## src/rtl/dmem_responder.sv

```systemverilog
// Data-memory responder: one request at a time, WAIT_CYCLES wait states, word/byte RAM access.
// Latency: response pulse registered WAIT_CYCLES edges after acceptance; load data WAIT_CYCLES+1 cycles after request.
// Backpressure: req_ready_o low while busy (WAIT/RESP); responses cannot be stalled.
module dmem_responder #(
    parameter int DEPTH       = 64,
    parameter int WAIT_CYCLES = 2
) (
    input  logic        clk,
    input  logic        reset,
    input  logic        req_valid_i,
    output logic        req_ready_o,
    input  logic        req_write_i,
    input  logic        req_byte_i,
    input  logic [31:0] req_addr_i,
    input  logic [31:0] req_wdata_i,
    output logic        resp_valid_o,
    output logic [31:0] resp_rdata_o,
    output logic        resp_err_o,
    output logic        busy_o
);

    localparam int          AW        = (DEPTH > 1) ? $clog2(DEPTH) : 1;
    localparam logic [3:0]  CNT_INIT  = (WAIT_CYCLES > 0) ? 4'(WAIT_CYCLES - 1) : 4'd0;
    localparam logic [29:0] DEPTH_W   = 30'(DEPTH);
    localparam bit          ZERO_WAIT = (WAIT_CYCLES == 0);

    typedef enum logic [1:0] {
        S_IDLE = 2'd0,
        S_WAIT = 2'd1,
        S_RESP = 2'd2
    } state_t;

    state_t      state_q;
    logic [3:0]  cnt_q;
    logic        write_q;
    logic        byte_q;
    logic [31:0] addr_q;
    logic [31:0] wdata_q;
    logic        resp_valid_q;
    logic [31:0] resp_rdata_q;
    logic        resp_err_q;

    // Uninitialised storage; never touched by reset.
    logic [31:0] mem [DEPTH];

    logic          accept;
    logic          commit;
    logic          c_write;
    logic          c_byte;
    logic [31:0]   c_addr;
    logic [31:0]   c_wdata;
    logic          c_err;
    logic [AW-1:0] c_idx;
    logic [4:0]    c_shift;
    logic [31:0]   rd_word;
    logic [7:0]    rd_byte;
    logic [31:0]   rd_data;
    logic [31:0]   wr_word;

    assign req_ready_o  = (state_q == S_IDLE);
    assign busy_o       = (state_q != S_IDLE);
    assign accept       = req_valid_i & req_ready_o;
    assign resp_valid_o = resp_valid_q;
    assign resp_rdata_o = resp_rdata_q;
    assign resp_err_o   = resp_err_q;

    // Select the request being committed (live inputs only for zero wait states) and decode access.
    always_comb begin
        commit = 1'b0;
        if (state_q == S_IDLE) begin
            commit = accept & ZERO_WAIT;
        end else if (state_q == S_WAIT) begin
            commit = (cnt_q == 4'd0);
        end

        if (state_q == S_IDLE) begin
            c_write = req_write_i;
            c_byte  = req_byte_i;
            c_addr  = req_addr_i;
            c_wdata = req_wdata_i;
        end else begin
            c_write = write_q;
            c_byte  = byte_q;
            c_addr  = addr_q;
            c_wdata = wdata_q;
        end

        c_err   = (c_addr[31:2] >= DEPTH_W) | (~c_byte & (c_addr[1:0] != 2'b00));
        c_idx   = c_addr[AW+1:2];
        c_shift = {c_addr[1:0], 3'b000};

        rd_word = mem[c_idx];
        rd_byte = rd_word[c_shift +: 8];
        rd_data = c_byte ? {24'b0, rd_byte} : rd_word;

        wr_word = c_wdata;
        if (c_byte) begin
            wr_word = rd_word;
            wr_word[c_shift +: 8] = c_wdata[7:0];
        end
    end

    // RAM write on the edge entering RESP; an in-flight store is dropped while reset is asserted.
    always_ff @(posedge clk) begin
        if (commit & c_write & ~c_err & ~reset) begin
            mem[c_idx] <= wr_word;
        end
    end

    // Control FSM plus registered response outputs.
    always_ff @(posedge clk or posedge reset) begin
        if (reset) begin
            state_q      <= S_IDLE;
            cnt_q        <= 4'd0;
            write_q      <= 1'b0;
            byte_q       <= 1'b0;
            addr_q       <= 32'd0;
            wdata_q      <= 32'd0;
            resp_valid_q <= 1'b0;
            resp_rdata_q <= 32'd0;
            resp_err_q   <= 1'b0;
        end else begin
            resp_valid_q <= commit;
            if (commit) begin
                resp_rdata_q <= (c_write | c_err) ? 32'd0 : rd_data;
                resp_err_q   <= c_err;
            end

            case (state_q)
                S_IDLE: begin
                    if (accept) begin
                        write_q <= req_write_i;
                        byte_q  <= req_byte_i;
                        addr_q  <= req_addr_i;
                        wdata_q <= req_wdata_i;
                        cnt_q   <= CNT_INIT;
                        state_q <= ZERO_WAIT ? S_RESP : S_WAIT;
                    end
                end
                S_WAIT: begin
                    if (cnt_q == 4'd0) begin
                        state_q <= S_RESP;
                    end else begin
                        cnt_q <= cnt_q - 4'd1;
                    end
                end
                S_RESP: begin
                    state_q <= S_IDLE;
                end
                default: begin
                    state_q <= S_IDLE;
                end
            endcase
        end
    end

endmodule

```

## config.mk

```make
export PLATFORM = sky130hd
export DESIGN_NAME = dmem_responder
export DESIGN_NICKNAME = d
export VERILOG_FILES = /design/src/rtl/dmem_responder.sv
export SDC_FILE = /design/constraint.sdc
export NUM_CORES = 2
export LEC_CHECK = 0
export ABC_AREA = 1
export CAP_MARGIN = 20
export CORE_ASPECT_RATIO = 0.5
export CORE_MARGIN = 4
export CORE_UTILIZATION = 39
export DETAILED_ROUTE_END_ITERATION = 8
export GPL_TIMING_DRIVEN = 0
export PLACE_DENSITY_LB_ADDON = 0.08
export SLEW_MARGIN = 20
export SYNTH_ARGS = -nofsm -noshare
export SYNTH_HDL_FRONTEND = slang
export SYNTH_SLANG_ARGS = --single-unit
```

## constraint.sdc

```tcl
create_clock -name clk -period 6.58 [get_ports clk]
set_input_delay 1.645 -clock clk [delete_from_list [all_inputs] [get_ports clk]]
set_output_delay 1.645 -clock clk [all_outputs]
set_load 0.01 [all_outputs]
```

==> impl_metrics.tcl <==
set metrics [dict create \
    cts_root_buf "clkbuf_16" \
    synthMuxAreaShare 0 \
    synthTopCellsByCount "nand2_1 (2716), edfxtp_1 (2048), nand3_1 (1110), buf_2 (282), nand4_1 (216)" \
    setup_tns_ns 0 \
    cp-start-kind "input pin" \
    antenna_found_initial 16 \
    cts_resized 0 \
    cts-htree-levels 4 \
    grt_pass1_vias 55850 \
    die_h_um 340.1 \
    worstPathMaxFanout 12 \
    die-area_um2 228600 \
    fmax_mhz 163.8 \
    netlist_area_um2 86010 \
    clock_latency_ns 0.88 \
    via_per_inst 5.714 \
    drt-total-wl_mm 360.8 \
    synth.most_common_cell "nand2_1" \
    gp_congestion 0.9393 \
    grt_util_met3 0.08040 \
    die_w_um 672.1 \
    tightest_slew_ns 1.219 \
    final_util 0.4723 \
    setup_viol 0 \
    clk_pin_slew_ns 0.07 \
    maxCapViolCount 0 \
    synth_warnings 0 \
    first_iter_violations 9085 \
    grt_util_all_layers 0.3088 \
    slew_headroom 0.1827 \
    ys.flop_type "edfxtp_1" \
    status "finished clean" \
    synthAdderAreaFrac 0.001018 \
    worstSetupPathType "input pin to register" \
    synth_top_family_by_area "simple AND/OR/NAND/NOR gates" \
    hold_viol 0 \
    synth.avg_cell_area_um2 12.03 \
    area_delta_synth_final_pct 19.98 \
    grt_max_degree 71 \
    hold_buffers 0 \
    cts_setup_buffers 0 \
    grtUsageMet2 0.4469 \
    overflow 0 \
    drc 0 \
    ys_ff_latch 2154 \
    seq_area_frac_synth 0.7459 \
    period_minus_slack_ns 6.104 \
    dr.pass1.iters 6 \
    synth_cells 7150 \
    final_nets 7817 \
    synth_compound_area_frac 0.01453 \
    numCtsBuffers 205 \
    dpl_cell_area_um2 97160 \
    yosysTopAreaCell "edfxtp_1" \
    synthArstFlopShare 0.04921 \
    initial_core_util 0.3937 \
    busiest_layer "met2" \
    grt_pass1_wl_mm 483.0 \
    core_um2 218500 \
    antenna_left 0 \
    cts_sinks 2154 \
    wl_per_cell_um 33.28 \
    final_area_um2 103200 \
    worstPathArrival_ns 6.64 \
    syn_nets 7226 \
    grt_util_met1 0.4442 \
    hold_class "register to register" \
    yosys.area_share.simple 0.2106 \
    dp_hpwl_mm 262.4 \
    endpoint_kind "register" \
    grt_setup_unrepaired "no" \
    ys_top_cells_by_area "edfxtp_1 (72%), nand2_1 (12%), nand3_1 (6.5%), dfrtp_1 (3.1%), buf_2 (1.6%)" \
    port_buffers 104 \
    num_rows 121 \
    period_share 0.9277 \
    io_pins 105 \
    synth_cell_types 35 \
    vias 61960 \
    clk_path_buf_depth 4 \
    report.final.slew_viol_count 0 \
    synthXorXnorAreaFrac 0 \
    fin_skew_ns 0.06911 \
    drive_gt1_frac 0.1235 \
    synth_edf_count 2048 \
    required_ns 7.11 \
    dpl_worst_slack_ns -0.2051 \
    synth_top_area_frac 0.7151 \
    cts_tree "yes" \
    timing.final.ws_setup_ns 0.4755 \
]
## sequential cells by signal (all words and copies together), names as in the netlist, 2 cells and up
name / cells
state_q: 2
wdata_q: 32
mem: 2048
cnt_q: 4
addr_q: 32
resp_rdata_o: 32
## cell type report
| type | instances | area [um^2] |
|---|---|---|
| Timing Repair Buffer | 384 | 6674 |
| Clock buffer | 259 | 5428 |
| Clock inverter | 92 | 561.8 |
| Multi-Input combinational cell | 4490 | 20240 |
| Sequential cell | 2154 | 64150 |
| Tap cell | 2952 | 3694 |
| Antenna cell | 7 | 17.52 |
| Fill cell | 19610 | 115300 |
| Inverter | 102 | 387.9 |
| Buffer | 404 | 2034 |
## routing by layer
layer	wire (um)	vias up
li1	-	26390
met1	150700	31380
met2	152100	3518
met3	41300	672
met4	16740	2
met5	9	-
## layout by cell type (no fill, tap or decap), types with 7 or more instances in the layout
| cell | n |
|---|---|
| nand2_1 | 2711 |
| edfxtp_1 | 2048 |
| nand3_1 | 1110 |
| buf_2 | 283 |
| nand4_1 | 216 |
| clkbuf_16 | 209 |
| clkbuf_1 | 128 |
| buf_16 | 109 |
| dfrtp_1 | 106 |
| clkdlybuf4s50_1 | 104 |
| o21ai_0 | 101 |
| inv_1 | 95 |
| nor2_1 | 93 |
| buf_12 | 93 |
| nor2_4 | 60 |
| clkinv_1 | 57 |
| buf_4 | 55 |
| buf_6 | 40 |
| o21ai_1 | 34 |
| a21oi_1 | 28 |
| clkinv_2 | 24 |
| a211oi_1 | 16 |
| a21oi_4 | 16 |
| and2_1 | 14 |
| nor3_1 | 13 |
| nor4_1 | 12 |
| buf_8 | 11 |
| nor3_2 | 10 |
| clkbuf_2 | 9 |
| a22o_1 | 9 |
| diode_2 | 7 |
| ha_1 | 7 |
## path summary, 6_finish.rpt
kind                                    start         endpoint  slack [ns]  cells after the start
worst max-delay path            req_addr_i[0]       mem[53][6]        0.48                     16
worst min-delay path                 cnt_q[0]         cnt_q[0]        0.47                      1
worst max register to register     state_q[0]       mem[53][6]        0.80                     16
worst min register to register       cnt_q[0]         cnt_q[0]        0.47                      1
max in group asynchronous               reset      wdata_q[15]        4.60                      3
min in group asynchronous               reset  resp_rdata_o[2]        1.27                      2
## kinds of logic after synthesis
| kind of cell | count (synthesis) |
|---|---|
| fa+ha+maj | 7 |
| simple gates | 4258 |
| compound gates | 225 |
| buf+inv | 506 |
| flops | 2154 |
## worst max-delay path: stages
cell             delay, ns
clkdlybuf4s50_1       0.45
inv_1                 0.09
nand2_1               0.05
o21ai_1               0.32
clkbuf_1              0.60
ha_1                  0.49
o2111ai_2             0.27
nor3_4                0.45
nand2_1               0.33
nor3_2                0.61
buf_4                 0.28
buf_4                 0.18
buf_4                 0.21
buf_4                 0.22
buf_4                 0.19
buf_4                 0.21
## stage by stage
stage	hold WS, ns	cells
after floorplan	0.4396	7150
after global placement	0.4616	10210
after detailed placement	0.4595	10480
after CTS	0.4752	10840
after global routing	0.5037	10840
final	0.4742	10840
Power is left out: the tool's default activity adds up to more than one toggle a clock period on the data nets, which glitch-free logic cannot reach.
